$ cat src/rtl/gg_ureg_pkg.sv
// Shared types for the gg_ureg universal register: the MODE operation encoding.
package gg_ureg_pkg;

  typedef enum logic [2:0] {
    MODE_HOLD = 3'd0,
    MODE_LOAD = 3'd1,
    MODE_SHL  = 3'd2,
    MODE_SHR  = 3'd3,
    MODE_INC  = 3'd4,
    MODE_DEC  = 3'd5,
    MODE_ROL  = 3'd6,
    MODE_ROR  = 3'd7
  } mode_e;

endpackage

$ cat src/rtl/gg_ureg_next.sv
// Combinational next-state/next-CO computation for gg_ureg.
// Optional macro GG_UREG_SAT_EN makes INC/DEC saturate instead of wrapping.
module gg_ureg_next
  import gg_ureg_pkg::*;
#(
  parameter int WIDTH = 8
) (
  input  logic [WIDTH-1:0] q,
  input  mode_e            mode,
  input  logic [WIDTH-1:0] d,
  input  logic             sin,
  output logic [WIDTH-1:0] q_next,
  output logic             co_next,
  output logic             upd
);

  // Returns {carry, result}; carry is the WIDTH+1 bit of the widened sum.
  function automatic logic [WIDTH:0] inc_op(input logic [WIDTH-1:0] v);
    logic [WIDTH:0] sum;
    sum = {1'b0, v} + {{WIDTH{1'b0}}, 1'b1};
`ifdef GG_UREG_SAT_EN
    if (sum[WIDTH]) return {1'b1, v};
`endif
    return sum;
  endfunction

  // Returns {borrow, result}; borrow shows up as the top bit going to 1.
  function automatic logic [WIDTH:0] dec_op(input logic [WIDTH-1:0] v);
    logic [WIDTH:0] diff;
    diff = {1'b0, v} - {{WIDTH{1'b0}}, 1'b1};
`ifdef GG_UREG_SAT_EN
    if (diff[WIDTH]) return {1'b1, v};
`endif
    return diff;
  endfunction

  always_comb begin
    q_next  = q;
    co_next = 1'b0;
    upd     = 1'b1;
    case (mode)
      MODE_LOAD: q_next = d;
      MODE_SHL: begin
        q_next  = {q[WIDTH-2:0], sin};
        co_next = q[WIDTH-1];
      end
      MODE_SHR: begin
        q_next  = {sin, q[WIDTH-1:1]};
        co_next = q[0];
      end
      MODE_INC: {co_next, q_next} = inc_op(q);
      MODE_DEC: {co_next, q_next} = dec_op(q);
      MODE_ROL: begin
        q_next  = {q[WIDTH-2:0], q[WIDTH-1]};
        co_next = q[WIDTH-1];
      end
      MODE_ROR: begin
        q_next  = {q[0], q[WIDTH-1:1]};
        co_next = q[0];
      end
      // HOLD and any unknown encoding leave all state untouched
      default: upd = 1'b0;
    endcase
  end

endmodule

$ cat src/rtl/gg_ureg.sv
// Universal register top: state flops, active-low enable and synchronous clear.
// Build option GG_UREG_SAT_EN selects saturating INC/DEC (see gg_ureg_next).
module gg_ureg
  import gg_ureg_pkg::*;
#(
  parameter int               WIDTH     = 8,
  parameter logic [WIDTH-1:0] RESET_VAL = '0
) (
  input  logic             CK,
  input  logic             CLR,
  input  logic             EN,
  input  logic [2:0]       MODE,
  input  logic [WIDTH-1:0] D,
  input  logic             SIN,
  output logic [WIDTH-1:0] Q,
  output logic             CO,
  output logic             ZERO
);

  logic [WIDTH-1:0] q_next;
  logic             co_next;
  logic             upd;

  gg_ureg_next #(.WIDTH(WIDTH)) u_next (
    .q      (Q),
    .mode   (mode_e'(MODE)),
    .d      (D),
    .sin    (SIN),
    .q_next (q_next),
    .co_next(co_next),
    .upd    (upd)
  );

  // An X on EN makes the condition false, so the register holds
  always_ff @(posedge CK) begin
    if (CLR) begin
      Q    <= RESET_VAL;
      CO   <= 1'b0;
      ZERO <= (RESET_VAL == '0);
    end else if (!EN && upd) begin
      Q    <= q_next;
      CO   <= co_next;
      ZERO <= (q_next == '0);
    end
  end

endmodule

$ cat config.mk
export PLATFORM = sky130hd
export DESIGN_NAME = gg_ureg
export DESIGN_NICKNAME = d
export VERILOG_FILES = /design/src/rtl/gg_ureg_pkg.sv /design/src/rtl/gg_ureg_next.sv /design/src/rtl/gg_ureg.sv
export SDC_FILE = /design/constraint.sdc
export NUM_CORES = 1
export LEC_CHECK = 0
export CAP_MARGIN = 20
export CORE_ASPECT_RATIO = 0.7
export CORE_MARGIN = 1.5
export CORE_UTILIZATION = 48
export CTS_BUF_LIST = sky130_fd_sc_hd__clkbuf_2 sky130_fd_sc_hd__clkbuf_4 sky130_fd_sc_hd__clkbuf_8
export DETAILED_ROUTE_END_ITERATION = 10
export GPL_ROUTABILITY_DRIVEN = 0
export PLACE_DENSITY = 0.79
export SETUP_SLACK_MARGIN = 0.02
export SYNTH_ARGS = -nofsm -noshare
export SYNTH_HDL_FRONTEND = slang
export SYNTH_SLANG_ARGS = --single-unit
$ cat constraint.sdc
create_clock -name CK -period 2.3 [get_ports CK]
set_clock_uncertainty 0.15 [all_clocks]
set_input_delay 0.46 -clock CK [delete_from_list [all_inputs] [get_ports CK]]
set_output_delay 0.46 -clock CK [all_outputs]
set_load 0.05 [all_outputs]
== Yosys cells after proc, flatten, opt, wreduce, memory -nomap -nowiden ==
Index checks and enable logic that the tools add are counted.
W data, S select, Z words.

* Eq/ne operators: 7
* Divide/modulo/power cells: 0
* Shifts and indexed selects: 0
* Mux-type cells: 3
* $lt $le $gt $ge: 0
* Multipliers: 0
* Bitwise operators: 0
* Add/subtract/negate cells: 2
* Reductions and logical operators: 6

{| class="wikitable"
|+ Operators by type and width
! kind !! number
|-
| $pmux W8 S7 || 1
|-
| $eq A3 B3 Y1 const B || 4
|-
| $add A8 B1 Y9 const B || 1
|-
| $sub A8 B1 Y9 const B || 1
|-
| $logic_not A8 Y1 || 1
|-
| $reduce_or A7 Y1 || 1
|-
| $eq A3 B2 Y1 const B || 2
|-
| $pmux W1 S4 || 1
|-
| $reduce_or A2 Y1 || 2
|-
| $eq A3 B1 Y1 const B || 1
|-
| $logic_and A1 B1 Y1 || 1
|-
| $logic_not A1 Y1 || 1
|-
| $mux W1 || 1
|}

* RAM bits: 0
* Register bits after elaboration: 10
* Bits in read-only memories: 0
* Latch bits: 0
* Memories: 0
* Logic and storage cells: 21
* Input port bits: 15

== Longest topological paths before layout ==
Gate-level depths: netlist of the first run.

* Depth after elaboration: 4
* Mapped depth: 9

== By module ==
A second synthesis of the first run with hierarchy kept.

* Cell total of the unflattened synthesis: 155
* Area total of the unflattened synthesis: 1082.3 µm²

{| class="wikitable"
|+ Modules (own cells, without submodules)
! module !! sequential area each (µm²) !! times used !! area an instance (µm²) !! cells an instance
|-
| gg_ureg_next || 0.0 || 1 || 714.4 || 108
|-
| gg_ureg || 200.2 || 1 || 367.9 || 47
|}

== Worst setup path before layout of the first run ==
OpenSTA, ideal clock, no wires.

* Path type: register to register
* Start point: register Q[0]
* End point: register ZERO
* Data arrival time: 2.294 ns
* Required time: 2.054 ns
* Cell stages (with the launch flop): 10
* Buffers on the path: 1
* Setup slack: -0.240 ns
* Cell sequence: dfxtp_1 -> buf_6 -> inv_1 -> ha_1 -> or3b_1 -> nor3_2 -> xnor2_1 -> nor2_1 -> or3b_1 -> o41ai_2

* Longest elaborated chain between the ends: 3
* Elaborated cells between the ends (all ways): 4
* Classes of those cells: add/sub (2); mux (1); reduce/logical (1)

{| class="wikitable"
|+ Ends and longest elaborated chain
! element !! line !! RTL
|-
| from (decl) || gg_ureg.sv:15 || <nowiki>output logic [WIDTH-1:0] Q,</nowiki>
|-
| from (signal assigned) || gg_ureg.sv:41 || <nowiki>Q <= q_next;</nowiki>
|-
| $sub A8 B1 Y9 or $add A8 B1 Y9 (tied branches) || gg_ureg_next.sv:30, gg_ureg_next.sv:20 ||
|-
| $pmux W8 S7 * || gg_ureg_next.sv:41 || <nowiki>case (mode)</nowiki>
|-
| $logic_not A8 Y1 * || gg_ureg.sv:43 || <nowiki>ZERO <= (q_next == '0);</nowiki>
|-
| to (signal assigned) || gg_ureg.sv:39 || <nowiki>ZERO <= (RESET_VAL == '0);</nowiki>
|-
| to (signal assigned) || gg_ureg.sv:43 ||
|-
| to (decl) || gg_ureg.sv:17 || <nowiki>output logic ZERO</nowiki>
|}

Every way passes the cells marked *; elsewhere a longest branch is shown, timed or not.
A chain may end at the register's enable or synchronous reset.

== Final worst setup path of the first run ==
* Start point: input MODE[2]
* End point: register Q[4]

* Longest elaborated chain between the ends: 4
* Elaborated cells between the ends (all ways): 11
* Classes of those cells: eq/ne (7); mux (2); reduce/logical (2)

{| class="wikitable"
|+ Ends and longest elaborated chain
! element !! line !! RTL
|-
| from (decl) || gg_ureg.sv:12 || <nowiki>input logic [2:0] MODE,</nowiki>
|-
| $eq A3 B1 Y1, or another cell as far along || gg_ureg_next.sv:41 ||
|-
| $reduce_or A7 Y1 (no line) || n/a ||
|-
| $mux W1 || gg_ureg_next.sv:41 ||
|-
| $logic_and A1 B1 Y1 || gg_ureg.sv:40 || <nowiki>end else if (!EN && upd) begin</nowiki>
|}

Several ways; a longest one is shown, not always the timed one.

==> results of run 1 <==
-- cells by family (layout without fill, tap and decap cells) --
group / after synthesis / count (layout) / share of synthesized area (%)
AND/OR/NAND/NOR: 63 / 63 / 27.9
AO/OA/AOI/OAI: 57 / 57 / 33.5
buffers and inverters: 22 / 68 / 9.22
flip-flops: 10 / 10 / 16.6
XOR/XNOR: 6 / 6 / 4.35
multiplexers: 6 / 6 / 6.43
adder cells (fa/ha/maj): 2 / 2 / 2.07
-- what timing repair did --
action                     4_1_cts  5_1_grt
resized for setup                2       11
setup endpoints to repair        1        3
pin swaps                        0        6
gates cloned                     0        1
setup buffers                    0        1
-- metrics by stage --
stage          cells  TNS, ns  util [%]
3_3_place_gp     238   -0.767      73.4
3_5_place_dp     238    -1.15      73.4
6_report         244  -0.0800      77.6
2_1_floorplan    166  -0.0104         -
5_1_grt          244   -0.136      77.6
4_1_cts          242        0      75.0
-- critical path: cells and delay by family --
kind	cells	cell delay (ns)
buffers and inverters	4	0.94
AO/OA/AOI/OAI	3	0.72
AND/OR/NAND/NOR	2	0.28
-- registers in the layout (all words and copies together), names as in the netlist --
name and cells:
ZERO 1, Q 8, CO 1
-- worst max-delay path by stage --
stage / startpoint / end / slack (ns) / depth (start not counted)
floorplan: Q[0]$_SDFFE_PP0P_ / ZERO$_SDFFE_PP1P_ / -0.01 / 9
global placement: MODE[0] / ZERO$_SDFFE_PP1P_ / -0.25 / 7
detailed placement: MODE[1] / ZERO$_SDFFE_PP1P_ / -0.30 / 8
CTS: MODE[0] / ZERO$_SDFFE_PP1P_ / 0.02 / 7
global route: MODE[2] / Q[4]$_SDFFE_PP0P_ / -0.09 / 9
finish: MODE[2] / Q[4]$_SDFFE_PP0P_ / -0.08 / 9
-- cell type report --
class	count	area, µm²	area share [%]
timing repair buffer	59	494	28.2
multi-input combinational	134	965	55.0
inverter	5	21.3	1.21
clock buffer	3	22.5	1.28
clock inverter	1	3.75	0.214
tap	32	40.0	2.28
sequential	10	208	11.8
-- cell usage in the layout, fill, tap and decap left out, types with 4 or more instances in the layout --
cell type	Yosys	layout
a22o_1	5	5
mux2i_1	4	4
o21ai_0	7	7
nand3_1	5	5
buf_4	4	39
dfxtp_1	10	8
o211ai_1	4	4
xnor2_1	5	5
nand2b_1	7	7
inv_1	5	4
nand2_1	11	11
clkdlybuf4s50_1	0	16
a21oi_1	14	11
nor2_1	20	19
-- report_power, final --
part           internal [mW]  total, mW  switching (mW)  leakage [nW]
Sequential             0.187      0.216          0.0294        0.0838
Clock                 0.0628      0.124          0.0617        0.0154
Combinational          0.193      0.410           0.217         0.620
Total                  0.443      0.751           0.308         0.719
-- routing by layer --
metal | track usage, % | vias to the layer above
met5 | 0 | -
met4 | 0.889 | 0
met3 | 5.74 | 6
met2 | 45.1 | 117
met1 | 37.9 | 702
li1 | - | 704
==> flow_metrics.tcl, run 1 <==
set metrics [dict create \
    status "finished, violations left" \
    violations "setup timing" \
    power_leakage_nw 0.719 \
    num_rows 14 \
    cts_tree "yes" \
    antenna_cells 0 \
    period_minus_slack_ns 2.38 \
    htreeDepth 1 \
    reg2reg_from "Q[1]$_SDFFE_PP0P_" \
    dp_worst_setup_slack_ns -0.299 \
    synthFlopType "dfxtp_1" \
    final_nets 230 \
    ant_nets 0 \
    peakVddDrop_mv 0.411 \
    crit_type "primary input to register" \
    synthArstFlopShare_pct 0 \
    max_cap_viol_count 0 \
    yosysUniqueCellTypes 55 \
    cpPeakStageDelay_ns 0.52 \
    grt_start_max_net_pins 15 \
    drc 0 \
    crit_path_frequent_cell "buf_4" \
    vias_per_cell 6.27 \
    wl_met2_um 1790 \
    drt_iter0_markers 204 \
    die_w_um 62.9 \
    cts.sinks 10 \
    power_density_nw_per_um2 428 \
    drive_gt1_share_pct 32.1 \
    start_util_pct 53.4 \
    critical_path.max_fanout 5 \
    syn_nets 183 \
    synth_edf_count 0 \
    fill_cells 162 \
    io_pins 25 \
    die-area_um2 2830 \
    chipHeight_um 45.0 \
    end_kind "register" \
    ys_ff_latch 10 \
    hpwlAfterDp_um 2860 \
    r2r_end "Q[4]$_SDFFE_PP0P_" \
    via_count 1529 \
    synth_commonest_cells "20 x nor2_1, 14 x a21oi_1, 11 x nand2_1, 10 x dfxtp_1" \
    r2r_slack_ns 0.08 \
    finalCritPeriodShare_pct 103 \
    synthesis.area_um2 1210 \
    antenna_found_initial 0 \
    syn_to_final_growth_pct 45.3 \
    io_buffers 24 \
    placed_cell_area_um2 1660 \
    hold_path.class "register to register" \
    clock-root-buffer "clkbuf_4" \
    clk_pin_slew_ns 0.07 \
    cts_buffer_depth 2 \
    hold_depth 2 \
    power_mw 0.751 \
    worst_slew_pin_slew_ns 0.564 \
    grt_pass1_wl_um 6010 \
    worst_slack_ns -0.0797 \
    first_pass_iters 5 \
    wl_um 4010 \
    yosysMostFrequentCell "nor2_1" \
    min_to "CO$_SDFFE_PP0P_" \
    grt.overflow.total 0 \
    synth_seq_area_share_pct 16.6 \
    cp-start-kind "primary input" \
    slew-limit-headroom_pct 62.3 \
    met3_length_um 497 \
    hold_ws_ns 0.310 \
    final_cell_area_um2 1750 \
    fmax_ghz 0.420 \
    top_layer "met4" \
    final-max-slew-violation-count 0 \
    path_cells "clkdlybuf4s50_1 > buf_6 > buf_4 > nand4_1 > o32a_1 > nor2_1 > a211oi_2 > buf_4 > a211oi_1" \
    yosysTopAreaCell "dfxtp_1" \
    cts_made_buffers 3 \
    cts_hold_buf 0 \
    rsz0062_at_grt "true" \
    worstRegToRegCells 8 \
    finalHoldViolCount 0 \
    grt_pass1_vias 1266 \
    syn_area_per_cell_um2 7.27 \
    wl_met1_um 1660 \
    worst-endpoint-arrival_ns 2.38 \
    yosys_warnings 0 \
    coreArea_um2 2260 \
    crit_required_ns 2.30 \
    wl_per_cell_um 16.4 \
    netlist.area_leader.share_pct 16.6 \
    critPathSlowestCell "clkdlybuf4s50_1" \
    syn_inst 166 \
    finalSetupViolCount 2 \
    synthTopCellsByArea "dfxtp_1 17%, nor2_1 6.2%, a21oi_1 5.8%" \
    grt_usage_pct 26.8 \
    clock_latency_ns 0.27 \
    min_from "CO$_SDFFE_PP0P_" \
]
No activity file was read; power rests on OpenSTA's default activity.
==> run 2, diff against run 1 <==
--- a/config.mk
+++ b/config.mk
@@ -5,6 +5,7 @@
 export SDC_FILE = /design/constraint.sdc
 export NUM_CORES = 1
 export LEC_CHECK = 0
+export ABC_CLOCK_PERIOD_IN_PS = 2300
 export CAP_MARGIN = 20
 export CORE_ASPECT_RATIO = 0.7
 export CORE_MARGIN = 1.5
==> results of run 2 <==
Final layout, timing and power as in run 1 (identical DEF).
==> run 3, diff against run 2 <==
--- a/config.mk
+++ b/config.mk
@@ -5,16 +5,17 @@
 export SDC_FILE = /design/constraint.sdc
 export NUM_CORES = 1
 export LEC_CHECK = 0
-export ABC_CLOCK_PERIOD_IN_PS = 2300
-export CAP_MARGIN = 20
+export ABC_CLOCK_PERIOD_IN_PS = 2500
+export CAP_MARGIN = 40
 export CORE_ASPECT_RATIO = 0.7
 export CORE_MARGIN = 1.5
-export CORE_UTILIZATION = 48
+export CORE_UTILIZATION = 49
 export CTS_BUF_LIST = sky130_fd_sc_hd__clkbuf_2 sky130_fd_sc_hd__clkbuf_4 sky130_fd_sc_hd__clkbuf_8
 export DETAILED_ROUTE_END_ITERATION = 10
 export GPL_ROUTABILITY_DRIVEN = 0
-export PLACE_DENSITY = 0.79
+export PLACE_DENSITY = 0.78
 export SETUP_SLACK_MARGIN = 0.02
 export SYNTH_ARGS = -nofsm -noshare
 export SYNTH_HDL_FRONTEND = slang
+export SYNTH_HIERARCHICAL = 1
 export SYNTH_SLANG_ARGS = --single-unit
==> constraint.sdc (replaced) <==
create_clock -name CK -period 2.5 [get_ports CK]
set_clock_uncertainty 0.15 [all_clocks]
set_input_delay 0.5 -clock CK [delete_from_list [all_inputs] [get_ports CK]]
set_output_delay 0.5 -clock CK [all_outputs]
set_load 0.05 [all_outputs]
==> run 3 against run 2 <==
The flow now finishes without violations. Count of clock-buffer cells in the layout rose by 1. Combinational power fell by 30%. Via count fell by 15%. Critical endpoint is now ZERO$_SDFFE_PP1P_. Largest cell class unchanged.
==> flow_metrics.tcl, run 3 <==
set metrics [dict create \
    status "completed" \
    io_pins 25 \
    syn_area_per_cell_um2 6.98 \
    wl_per_cell_um 15.6 \
    syn_nets 172 \
    power_density_nw_per_um2 410 \
    wl_um 3440 \
    synthFlopType "dfxtp_1" \
    regMostFlops "Q" \
    antenna_cells 0 \
    power_frac_clock_pct 24.2 \
    clock_latency_ns 0.27 \
    hpwlAfterDp_um 2480 \
    num_rows 14 \
    ys_ff_latch 10 \
    first_pass_iters 4 \
    internal-power_mw 0.387 \
    period_minus_slack_ns 2.39 \
    syn_inst 155 \
    largest_reg_flops 8 \
    p_seq_share_pct 29.2 \
    clock-root-buffer "clkbuf_4" \
    finalSetupViolCount 0 \
    grt_pass1_vias 1154 \
    die_w_um 59.2 \
    drt_iter0_markers 127 \
    crit_type "register to register" \
    cts_tree "yes" \
    io_buffers 24 \
    max_cap_viol_count 0 \
    finalCritPeriodShare_pct 95.7 \
    peakVddDrop_mv 0.387 \
    cts_buffer_depth 2 \
    chipHeight_um 42.3 \
    final-max-slew-violation-count 0 \
    end_kind "register" \
    slew-limit-headroom_pct 53.2 \
    synthTopCellsByArea "dfxtp_1 18%, nand2_1 10%, a21oi_1 7.9%" \
    ant_nets 0 \
    drive_gt1_share_pct 17.0 \
    hold_ws_ns 0.316 \
    combPwrFrac_pct 46.6 \
    vias_per_cell 5.90 \
    rsz0062_at_grt "false" \
    synth_seq_area_share_pct 18.5 \
    fmax_ghz 0.418 \
    cts.sinks 10 \
    synthArstFlopShare_pct 0 \
    synthesis.area_um2 1080 \
    p_switching_mw 0.230 \
    hold_path.class "register to register" \
    yosysMostFrequentCell "nand2_1" \
    grt_start_max_net_pins 21 \
    coreArea_um2 2120 \
    critical_path.max_fanout 2 \
    postCtsSetupRepairBufs 0 \
    finalHoldViolCount 0 \
    fill_cells 169 \
    synth_commonest_cells "29 x nand2_1, 17 x a21oi_1, 10 x dfxtp_1, 8 x nor2_1" \
    power_mw 0.617 \
    netlist.area_leader.share_pct 18.5 \
    worst_slew_pin_slew_ns 0.701 \
    worst-endpoint-arrival_ns 2.46 \
    synth_edf_count 0 \
    yosysUniqueCellTypes 44 \
    cts_hold_buf 0 \
    htreeDepth 1 \
    top_regs "Q (8), CO (1), ZERO (1)" \
    final_nets 206 \
    layout_common_cells "29 x nand2_1, 22 x clkdlybuf4s50_1, 18 x buf_4" \
    die-area_um2 2500 \
    cts_made_buffers 3 \
    clk_pin_slew_ns 0.07 \
    yosys_warnings 6 \
    grt_pass1_wl_um 5510 \
    drc 0 \
    swShare_pct 37.3 \
    start_util_pct 51.1 \
    grt_usage_pct 28.9 \
    crit_required_ns 2.56 \
    cp-start-kind "register" \
    syn_to_final_growth_pct 39.1 \
    antenna_found_initial 0 \
    yosysTopAreaCell "dfxtp_1" \
    final_common_cell "nand2_1" \
    power_leakage_nw 0.588 \
    via_count 1299 \
    grt.overflow.total 0 \
]
run 3: cell types whose count changed after synthesis, moves of 4 or more:
| cell | before | now |
|---|---|---|
| o21ai_0 | 7 | 2 |
| a211oi_1 | 5 | 1 |
| nand2_1 | 11 | 29 |
| nor2_1 | 20 | 8 |
| nand2b_1 | 7 | 3 |
| a22o_1 | 5 | 0 |
run 3: through the flow:
| step | setup WS [ns] | cells | setup TNS [ns] | instance area, µm² | util (%) |
|---|---|---|---|---|---|
| 2_1_floorplan | 0.0318 | 155 | 0 | 1080 | - |
| 3_3_place_gp | -0.224 | 216 | -0.409 | 1440 | 68.0 |
| 3_5_place_dp | -0.264 | 216 | -0.848 | 1440 | 68.0 |
| 4_1_cts | 0.0458 | 220 | 0 | 1480 | 70.0 |
| 5_1_grt | 0.0642 | 220 | 0 | 1510 | 71.0 |
| 6_report | 0.108 | 220 | 0 | 1510 | 71.0 |
run 3: cells by family (layout without fill, tap and decap cells):
logic type,count (synthesis),after routing,share of synthesized area (%)
flip-flops,10,10,18.5
adder cells (fa/ha/maj),2,2,2.31
XOR/XNOR,7,7,5.66
AO/OA/AOI/OAI,40,40,22.9
AND/OR/NAND/NOR,71,71,33.1
multiplexers,7,7,8.90
buffers and inverters,18,51,8.67
run 3: final cells by class:
cell class                 count  area, µm²  area share (%)
multi-input combinational    127        810            53.8
inverter                       4       15.0           0.998
sequential                    10        204            13.5
timing repair buffer          43        400            26.6
clock buffer                   4       36.3            2.41
tap                           32       40.0            2.66
run 3: timing repair:
action	4_1_cts	5_1_grt
endpoints found under the setup margin	1	3
resized for setup	1	5
pin swaps	0	1
run 3: worst max-delay path: stages, from the launching register on:
cell and delay (ns):
dfxtp_2 0.32, or4_1 0.53, nor2_2 0.12, xnor2_1 0.14
a21oi_1 0.09, mux4_2 0.50, nor4_4 0.25, nand3_1 0.10
nand2_1 0.11
run 3: power groups by stage:
| stage | sequential, mW | clock [mW] | combinational [mW] |
|---|---|---|---|
| 3_5_place_dp | 0.183 | 0 | 0.268 |
| 4_1_cts | 0.180 | 0.152 | 0.273 |
| 2_1_floorplan | 0.218 | 0 | 0.141 |
| 5_1_grt | 0.181 | 0.162 | 0.304 |
| 3_3_place_gp | 0.182 | 0 | 0.263 |
| 6_report | 0.180 | 0.149 | 0.287 |
run 3: worst paths after layout:
check / startpoint / end / slack, ns / depth (start not counted)
worst min-delay path: CO$_SDFFE_PP0P_ / CO$_SDFFE_PP0P_ / 0.32 / 2
worst max-delay path: Q[0]$_SDFFE_PP0P_ / ZERO$_SDFFE_PP1P_ / 0.11 / 8
worst min register to register: CO$_SDFFE_PP0P_ / CO$_SDFFE_PP0P_ / 0.32 / 2
worst max register to register: Q[0]$_SDFFE_PP0P_ / ZERO$_SDFFE_PP1P_ / 0.11 / 8
run 3: metal layers:
layer | share of wire (%) | vias up | GRT usage (%)
met1 | 44 | 584 | 41.5
met2 | 45 | 85 | 44.7
met3 | 9.6 | 8 | 5.86
met4 | 1.4 | 0 | 6.36
met5 | 0 | - | 0
li1 | - | 622 | -
